===== src/rtl/tx_queue_manager_pkg.sv =====
// Shared constants and types for the TX queue manager: ring pointer width,
// per-queue ring state and the issue FSM encoding.
package tx_queue_manager_pkg;

  localparam int PTR_W             = 26;
  localparam int DEF_MAX_REQ_FLITS = 64;

  typedef logic [PTR_W-1:0] ptr_t;

  typedef struct packed {
    ptr_t tail;
    ptr_t issue_head;
    ptr_t done_head;
  } txq_state_t;

  typedef enum logic [1:0] {
    IDLE  = 2'd0,
    ARB   = 2'd1,
    ISSUE = 2'd2
  } state_t;

endpackage


===== src/rtl/rr_arbiter.sv =====
// Combinational round-robin picker: first set request bit after 'last', wrapping.
// Returns a one-hot grant, its index and whether anything was requesting.
module rr_arbiter #(
  parameter  int N  = 16,
  localparam int IW = $clog2(N)
) (
  input  logic [N-1:0]  req,
  input  logic [IW-1:0] last,
  output logic [N-1:0]  gnt,
  output logic [IW-1:0] idx,
  output logic          any
);

  logic [IW-1:0] cand;

  // N is a power of two, so the IW-bit add wraps the search around the ring.
  always_comb begin
    gnt  = '0;
    idx  = '0;
    any  = 1'b0;
    cand = '0;
    for (int i = 1; i <= N; i++) begin
      cand = last + IW'(i);
      if (!any && req[cand]) begin
        any       = 1'b1;
        gnt[cand] = 1'b1;
        idx       = cand;
      end
    end
  end

endmodule


===== src/rtl/tx_queue_manager.sv =====
// Per-queue TX ring tracker: turns software tail doorbells into ring-bounded DMA read
// requests (2 cycles doorbell->req_valid) and reports completed heads back to software.
module tx_queue_manager
  import tx_queue_manager_pkg::*;
#(
  parameter  int NB_QUEUES       = 16,
  parameter  int MAX_REQ_FLITS   = DEF_MAX_REQ_FLITS,
  parameter  int MAX_OUTSTANDING = 8,
  localparam int QW              = $clog2(NB_QUEUES),
  localparam int FW              = $clog2(MAX_REQ_FLITS) + 1
) (
  input  logic          clk,
  input  logic          rst_n,
  input  logic          tail_wr_valid,
  input  logic [QW-1:0] tail_wr_queue,
  input  logic [25:0]   tail_wr_value,
  output logic          req_valid,
  input  logic          req_ready,
  output logic [QW-1:0] req_queue,
  output logic [25:0]   req_offset,
  output logic [FW-1:0] req_flits,
  input  logic          cpl_valid,
  output logic          cpl_ready,
  input  logic [QW-1:0] cpl_queue,
  input  logic [FW-1:0] cpl_flits,
  output logic          head_wb_valid,
  input  logic          head_wb_ready,
  output logic [QW-1:0] head_wb_queue,
  output logic [25:0]   head_wb_value,
  input  logic [25:0]   rb_size,
  output logic [31:0]   bad_tail_cnt
);

  localparam int            OW      = $clog2(MAX_OUTSTANDING + 1);
  localparam ptr_t          MAX_FL  = ptr_t'(MAX_REQ_FLITS);
  localparam logic [OW-1:0] MAX_OUT = OW'(MAX_OUTSTANDING);

  txq_state_t           q_st [NB_QUEUES];
  state_t               state, state_nxt;
  logic [OW-1:0]        outstanding;
  logic [QW-1:0]        last_granted;
  logic [NB_QUEUES-1:0] pending, gnt;
  logic [QW-1:0]        gnt_idx;
  logic                 gnt_any, load_req, db_ok, db_go, issue_fire, cpl_fire;
  ptr_t                 mask, sel_tail, sel_head, avail, room, flits_calc, done_nxt;

  assign mask       = rb_size - ptr_t'(1);
  assign db_ok      = tail_wr_value < rb_size;
  assign db_go      = tail_wr_valid && db_ok && (tail_wr_value != q_st[tail_wr_queue].issue_head);
  assign req_valid  = (state == ISSUE);
  assign issue_fire = req_valid && req_ready;
  assign cpl_ready  = !head_wb_valid || head_wb_ready;
  assign cpl_fire   = cpl_valid && cpl_ready;
  assign done_nxt   = (q_st[cpl_queue].done_head + ptr_t'(cpl_flits)) & mask;

  always_comb begin
    pending = '0;
    for (int i = 0; i < NB_QUEUES; i++) pending[i] = (q_st[i].tail != q_st[i].issue_head);
  end

  rr_arbiter #(.N(NB_QUEUES)) u_rr (
    .req  (pending),
    .last (last_granted),
    .gnt  (gnt),
    .idx  (gnt_idx),
    .any  (gnt_any)
  );

  // Request size: bounded by data available, max burst and distance to the ring end.
  always_comb begin
    sel_tail = '0;
    sel_head = '0;
    for (int i = 0; i < NB_QUEUES; i++) begin
      if (gnt[i]) begin
        sel_tail |= q_st[i].tail;
        sel_head |= q_st[i].issue_head;
      end
    end
    avail      = (sel_tail - sel_head) & mask;
    room       = rb_size - sel_head;
    flits_calc = avail;
    if (MAX_FL < flits_calc) flits_calc = MAX_FL;
    if (room < flits_calc)   flits_calc = room;
  end

  // IDLE also reacts to a doorbell arriving this cycle to reach req_valid in 2 cycles.
  always_comb begin
    state_nxt = state;
    load_req  = 1'b0;
    case (state)
      IDLE:  if ((|pending) || db_go) state_nxt = ARB;
      ARB: begin
        if (!gnt_any) begin
          state_nxt = IDLE;
        end else if (outstanding < MAX_OUT) begin
          state_nxt = ISSUE;
          load_req  = 1'b1;
        end
      end
      ISSUE: if (req_ready) state_nxt = IDLE;
      default: state_nxt = IDLE;
    endcase
  end

  always_ff @(posedge clk or negedge rst_n) begin
    if (!rst_n) begin
      for (int i = 0; i < NB_QUEUES; i++) q_st[i] <= '0;
    end else begin
      if (tail_wr_valid && db_ok) q_st[tail_wr_queue].tail <= tail_wr_value;
      if (issue_fire) q_st[req_queue].issue_head <= (req_offset + ptr_t'(req_flits)) & mask;
      if (cpl_fire)   q_st[cpl_queue].done_head  <= done_nxt;
    end
  end

  always_ff @(posedge clk or negedge rst_n) begin
    if (!rst_n) begin
      state        <= IDLE;
      outstanding  <= '0;
      last_granted <= '0;
      req_queue    <= '0;
      req_offset   <= '0;
      req_flits    <= '0;
      bad_tail_cnt <= '0;
    end else begin
      state <= state_nxt;
      if (load_req) begin
        req_queue    <= gnt_idx;
        req_offset   <= sel_head;
        req_flits    <= FW'(flits_calc);
        last_granted <= gnt_idx;
      end
      case ({issue_fire, cpl_fire && (outstanding != '0)})
        2'b10:   outstanding <= outstanding + OW'(1);
        2'b01:   outstanding <= outstanding - OW'(1);
        default: outstanding <= outstanding;
      endcase
      if (tail_wr_valid && !db_ok && (bad_tail_cnt != '1)) bad_tail_cnt <= bad_tail_cnt + 32'd1;
    end
  end

  always_ff @(posedge clk or negedge rst_n) begin
    if (!rst_n) begin
      head_wb_valid <= 1'b0;
      head_wb_queue <= '0;
      head_wb_value <= '0;
    end else if (cpl_fire) begin
      head_wb_valid <= 1'b1;
      head_wb_queue <= cpl_queue;
      head_wb_value <= done_nxt;
    end else if (head_wb_ready) begin
      head_wb_valid <= 1'b0;
    end
  end

endmodule


===== config.mk =====
export PLATFORM = sky130hd
export DESIGN_NAME = tx_queue_manager
export DESIGN_NICKNAME = d
export VERILOG_FILES = /design/src/rtl/tx_queue_manager_pkg.sv /design/src/rtl/rr_arbiter.sv /design/src/rtl/tx_queue_manager.sv
export SDC_FILE = /design/constraint.sdc
export NUM_CORES = 2
export LEC_CHECK = 0
export BUFFER_PORTS_ARGS = -buffer_cell sky130_fd_sc_hd__buf_2
export CAP_MARGIN = 15
export CORE_ASPECT_RATIO = 0.8
export CORE_MARGIN = 4
export CORE_UTILIZATION = 50
export DETAILED_ROUTE_END_ITERATION = 10
export PLACE_DENSITY = 0.66
export SLEW_MARGIN = 20
export SYNTH_ARGS = -nofsm -noshare
export SYNTH_HDL_FRONTEND = slang
export SYNTH_SLANG_ARGS = --single-unit

===== constraint.sdc =====
create_clock -name clk -period 15.2 [get_ports clk]
set_clock_uncertainty 0.05 [all_clocks]
set_input_delay 3.04 -clock clk [delete_from_list [all_inputs] [get_ports clk]]
set_output_delay 3.04 -clock clk [all_outputs]
set_load 0.005 [all_outputs]

# Yosys cells after proc, flatten, opt, wreduce, memory -nomap -nowiden
# Cells that the tools add are included.
[totals]
out_inout_bits = 102
in_bits = 73
reg_bits = 1354
[classes]
addsub = 23
n_bitwise = 52
reduce_logical = 67
n_lt_le_gt_ge = 42
muxes = 174
n_eq_ne = 25
[ops]
columns = ["cell", "n"]
rows = [
  ["bitwise mux 1248 bit", 3],
  ["2-to-1 mux 1248 bit", 3],
  ["demux 78 bit (select 4 bit)", 3],
  ["2-to-1 mux 26 bit", 36],
  ["bitwise OR 26 bit", 30],
  ["binary-select mux 78 bit (select 4 bit)", 2],
  ["!= test 26 bit", 17],
  ["2-to-1 mux 16 bit", 16],
  ["bitwise OR 16 bit", 15],
  ["2-to-1 mux 52 bit", 3],
  ["< comparator 4 x 5 -> 1 bit, second input constant", 16],
  ["AND 26 bit", 3],
  ["2-to-1 mux 78 bit", 1],
  ["binary-select mux 1 bit (select 4 bit)", 16],
  ["demux 1 bit (select 4 bit)", 16],
  [">= comparator 4 x 1 -> 1 bit, second input constant", 16],
  ["2-to-1 mux 4 bit", 15],
  ["2-to-1 mux 1 bit", 53],
  ["adder 26 x 7 -> 26 bit", 2],
  ["< comparator 26 bit", 2],
  ["subtractor 26 bit", 2],
  ["logical AND 1 bit", 41],
  ["adder 32 x 1 -> 32 bit, second input constant", 1],
  ["adder 4 bit, second input constant", 8],
  ["29 further kinds", 63],
]

# Longest topological paths before layout
[logic_depth]
depth_word = 86
mapped_depth = 63

# Hierarchy
# Synthesis repeated with hierarchy kept, for this count alone.
[hier_totals]
cells_unflattened = 6956
hier_area_um2 = 75093.3
[modules_own_cells]
columns = ["mod", "seq_area_each_um2", "cells_each", "area_each_um2", "instances"]
rows = [
  ["tx_queue_manager", 33882.5, 6361, 70901.8, 1],
  ["rr_arbiter", 0.0, 595, 4191.5, 1],
]

# Least setup slack after synthesis
# Ideal clock, no wire load.
[synth_path]
path_type = "flip-flop to flip-flop"
startpoint = "register last_granted[0]"
endpoint = "register req_flits[4]"
arrival_time_ps = 12187
required_ps = 15024
setup_ps = 126
path_stages_with_launch = 58
setup_slack_ps = 2837
cell_sequence = "dfrtp_1 > inv_1 > buf_2 > buf_1 > ha_1 > inv_2 > clkbuf_1 > mux4_2 > mux4_2 > nor3_4 > nand2_4 > nor4_4 > buf_4 > a32oi_1 > nand4_1 > or2_2 > clkbuf_1 > buf_2 > [... 22 more ...] > a2111o_1 > and2b_1 > nand2_1 > ha_1 > a21o_1 > a21o_1 > a21oi_1 > nor2b_1 > o21ai_0 > nand2b_1 > a21oi_1 > nor2b_1 > o21ai_0 > o31ai_1 > a2111oi_0 > nand2_1 > and4b_4 > a221o_1"
[synth_via]
elab_chain_len = 86
word_cells_on_any_way = 275
cone_classes = "add/sub (17); order compare (34); mux (132); bitwise (46); reduce/logical (46)"
[synth_lines]
columns = ["element", "line", "rtl"]
rows = [
  ["start: declaration", "tx_queue_manager.sv:41", "logic [QW-1:0] last_granted;"],
  ["start signal: assignment", "tx_queue_manager.sv:130", "last_granted <= gnt_idx;"],
  ["parallel branches: the longest is 86 deep, another holds < comparator 4 x 5 -> 1 bit", "-", ""],
  ["end signal: assignment", "tx_queue_manager.sv:129", "req_flits <= FW'(flits_calc);"],
  ["end: declaration", "tx_queue_manager.sv:21", "output logic [FW-1:0] req_flits,"],
]
# Parallel ways; which one is timed is not known. The select of a mux whose other input is x is not followed.
# A chain may end at the register's enable or synchronous reset.

# Final worst setup path
[layout_path]
startpoint = "register q_st[579] in the netlist's numbering"
endpoint = "register req_flits[4]"
[layout_via]
elab_chain_len = 86
word_cells_on_any_way = 181
cone_classes = "add/sub (2); order compare (2); eq/ne (1); mux (100); bitwise (46); reduce/logical (30)"
[layout_lines]
columns = ["element", "line", "rtl"]
rows = [
  ["start: declaration", "tx_queue_manager.sv:38", "txq_state_t q_st [NB_QUEUES];"],
  ["!= test 26 bit", "tx_queue_manager.sv:58", "for (int i = 0; i < NB_QUEUES; i++) pending[i] = (q_st[i].tail != q_st[i].issue_head);"],
  ["binary-select mux 1 bit (select 4 bit)", "rr_arbiter.sv:24", "if (!any && req[cand]) begin"],
  ["2-to-1 mux 1 bit (not written as such)", "rr_arbiter.sv:24", ""],
  ["2-to-1 mux 1 bit", "rr_arbiter.sv:24", ""],
  ["logical NOT 1 bit", "rr_arbiter.sv:24", ""],
  ["logical AND 1 bit", "rr_arbiter.sv:24", ""],
  ["2-to-1 mux 1 bit", "rr_arbiter.sv:24", ""],
  ["logical NOT 1 bit", "rr_arbiter.sv:24", ""],
  ["[... 70 more ...]", "-", ""],
  ["bitwise OR 26 bit (on tied branches)", "tx_queue_manager.sv:75, tx_queue_manager.sv:76", ""],
  ["2-to-1 mux 26 bit", "tx_queue_manager.sv:74", "if (gnt[i]) begin"],
  ["subtractor 26 bit", "tx_queue_manager.sv:79", "avail = (sel_tail - sel_head) & mask;"],
  ["AND 26 bit", "tx_queue_manager.sv:79", ""],
  ["< comparator 7 x 26 -> 1 bit", "tx_queue_manager.sv:82", "if (MAX_FL < flits_calc) flits_calc = MAX_FL;"],
  ["2-to-1 mux 26 bit", "tx_queue_manager.sv:82", ""],
  ["< comparator 26 bit", "tx_queue_manager.sv:83", "if (room < flits_calc) flits_calc = room;"],
  ["2-to-1 mux 7 bit", "tx_queue_manager.sv:83", ""],
]
# Parallel ways exist; a longest one is shown, timed or not. The select of a mux whose other input is x is not followed.

==> metrics.md <==
| Metric | Value |
|---|---|
| Largest net degree at the start of global routing | 173 |
| Hold Path End | q_st[957]$_DFFE_PN0P_ |
| FF-to-FF Start | q_st[579]$_DFFE_PN0P_ |
| Initial antenna violation count | 27 |
| Post-synthesis adder-cell area fraction | 2.350% |
| Slew @ Worst Pin | 1.252 ns |
| Commonest non-fill, non-tap cell in the layout | dfrtp_1 |
| Placed Instances | 9053 |
| Kind of end point of the critical path | flip-flop |
| Crit Path Category | flip-flop to flip-flop |
| Hold depth | 2 |
| Final worst path period share | 98.03% |
| RSZ-0062 raised after global routing | no |
| Total CTS buffers | 143 |
| Syn avg cell area | 10.68 um^2 |
| RR Endpoint | req_flits[4]$_DFFE_PN0P_ |
| Cell count of the worst reg-to-reg path | 55 |
| Final worst path period need | 14.90 ns |
| IO Count | 175 |
| CTS tree | done |
| Total grt overflow | 0 |
| Distinct cells, synth | 99 |
| Synth top area share | 45.14% |
| Critical Path Source Type | flip-flop |
| Worst path slowest cell | nor4_1 |
| FF+latch area | 33880 um^2 |
| Max Buffers Root-to-Sink | 3 |
| DR pass1 iterations | 11 |
| Final wirelength | 326100 um |
| WL per Instance | 34.97 um |
| Synth Area in Simple Gates | 12.14% |
| F_max | 0.06711 GHz |
| Worst-skew pair later-pin latency | 0.82 ns |
| Area contributors post-synth | dfrtp_1 45%, mux4_2 8.7%, mux2_2 7.1%, nand2_1 5.3%, o21ai_0 4.0% |
| Die ar. | 156400 um^2 |
| Root buf cell | clkbuf_16 |
| Via-to-Cell Ratio | 6.943 |
| Outcome | complete, but fails checks |
| DRC | 3 |
| First-pass GRT wire length | 462500 um |
| Hold_ws | 0.4195 ns |
| Multiplexer area fraction after synthesis | 15.96% |
| Core ar. | 148400 um^2 |
| Hpwl dp | 239400 um |
| Mapped Area | 75070 um^2 |
| Final Max Slew Viols | 0 |
| Cell row count | 126 |
| Vias in the first global route | 61.02k |
| Total Routing Usage GR | 41.19% |
| Final setup viols | 0 |
| Failing checks | DRC |
| Placed cell area | 79630 um^2 |
| Leading area contributor after synthesis | dfrtp_1 |
| Design area | 84650 um^2 |
| Post-Layout Cell Count | 9324 |
| Area growth syn-to-layout | 12.76% |
| Number of synthesized flops with an enable pin | 0 |
| Nets | 7428 |
| HP Class | flip-flop to flip-flop |
| FF-to-FF setup slack | 0.30 ns |
| CP peak stage delay | 0.81 ns |
| Chip Width | 441.2 um |
| Top FF cell, synth | dfrtp_1 |
| WP data required | 15.84 ns |
| Async set-reset flop share out of synthesis | 100.0% |
| Htree depth | 4 |
| Setup TNS | 0 ns |
| Slew headroom | 16.23% |
| Cells after Synth | 7029 |
| Crit-path max FO | 14 |
| PortBufs | 174 |
| Final Hold Fails | 0 |
| DRT antenna net count | 0 |
| Register bit count reported by yosys | 1354 |
| Pleak | 36.52 nW |
| Fillers | 12.73k |
| Total number of vias | 64.74k |
| GP Congestion | 1.100 |
| Largest family of logic cells by synthesized area | multiplexers |
| Power per Cell Area | 195.5 nW/um^2 |
| Initial core utilization | 50.60% |
| Most used cell along the critical path | buf_4 |
| Commonest non-fill, non-tap cells in the layout | 1354 x dfrtp_1, 1023 x nand2_1, 603 x o21ai_0, 473 x mux2_2, 365 x buf_4 |
| Hold_sp | q_st[957]$_DFFE_PN0P_ |
| Warnings from Yosys | 0 |
| Post-synthesis sequential area ratio | 45.14% |
| Multi-input combinational cell area | 39320 um^2 |
| Share of layout cells above drive strength 1 | 22.55% |
| CP arrival | 15.54 ns |
| Max-cap viol count | 0 |
| # clock sinks | 1354 |
| Die Height | 354.6 um |
| Synth Area in Compound Gates | 14.36% |
| Synth Area in XOR/XNOR | 6.974% |
| Worst-path clk slew | 0.07 ns |
| Drt initial violations | 11.15k |
| Peak supply drop | 0.1862 mV |
[where the power goes]
part           internal [mW]  switching, mW
clock                   2.07           1.59
sequential              4.26          0.876
combinational           2.69           5.06
[state kept, by name, indices dropped and copies added, names as in the netlist]
name	count
req_flits	7
head_wb_queue	4
last_granted	4
head_wb_value	26
bad_tail_cnt	32
q_st	1248
outstanding	4
req_offset	26
head_wb_valid	1
state	2
[kinds of logic after synthesis]
| logic type | Yosys count |
|---|---|
| and+or+nand+nor | 1976 |
| adders and majority gates | 138 |
| DFF | 1354 |
| buffers and inverters | 599 |
| other | 1 |
| xor gates and xnor gates | 596 |
| muxes | 774 |
| AOI/OAI and AO/OA | 1591 |
[routing by layer]
| layer | part of all wire [%] | global-route usage, % | wire [um] |
|---|---|---|---|
| met1 | 39 | 56.17 | 126300 |
| met2 | 41 | 57.11 | 132800 |
| met3 | 15 | 17.98 | 48560 |
| met4 | 5.3 | 16.62 | 17410 |
| met5 | 0.33 | 3.288 | 1081 |
[per-stage QoR]
step	util [%]	total power, mW	setup slack (ns)
after CTS	56.95	16.09	1.153
final	57.06	16.55	0.2991
after global routing	57.05	17.03	0.01387
after global placement	53.66	12.41	0.7687
after floorplan	-	8.849	2.837
after detailed placement	53.68	12.42	1.234
[what timing repair did]
item	4_1_cts	5_1_grt
hold buffers	0	0
endpoints found under the setup margin	0	5
buffers inserted	0	0
gates resized for setup	0	1
[layout make-up]
cell class | instances | share of cell area [%]
Timing Repair Buffer | 546 | 4.468
Multi-Input combinational cell | 5094 | 46.46
Clock inverter | 54 | 0.8485
Clock buffer | 206 | 4.897
Sequential cell | 1354 | 40.03
Inverter | 78 | 0.3459
Antenna cell | 8 | 0.02365
Tap cell | 1984 | 2.933
[synth_stat cells, types with 106 or more instances]
library cell and instances:
a22oi_1 167, nand4_1 123, nand3_1 198, mux2_2 473, clkbuf_1 446, o31ai_1 281, mux4_2 291, nor2_1 205
a222oi_1 106, xor2_1 251, o21ai_0 605, xnor2_1 343, nand2_1 1051, dfrtp_1 1354, ha_1 133
[worst max-delay path, delay by kind of cell, from the launching register on]
family	cells	cell delay, ns
AO/OA/AOI/OAI	23	4.68
AND/OR/NAND/NOR	14	4.23
buffers and inverters	12	2.39
multiplexers	2	1.21
adder cells (fa/ha/maj)	2	0.90
XOR/XNOR	2	0.85
flip-flops	1	0.46
[worst max-delay path by stage]
stage	slack (ns)	end	from
after floorplan	2.84	req_flits[4]$_DFFE_PN0P_	last_granted[0]$_DFFE_PN0P_
after global placement	0.77	req_flits[4]$_DFFE_PN0P_	q_st[811]$_DFFE_PN0P_
after detailed placement	1.23	req_flits[5]$_DFFE_PN0P_	q_st[595]$_DFFE_PN0P_
after CTS	1.15	req_flits[4]$_DFFE_PN0P_	q_st[595]$_DFFE_PN0P_
after global routing	0.01	req_flits[4]$_DFFE_PN0P_	q_st[1118]$_DFFE_PN0P_
final	0.30	req_flits[4]$_DFFE_PN0P_	q_st[579]$_DFFE_PN0P_
(Power assumes the default switching activity.)
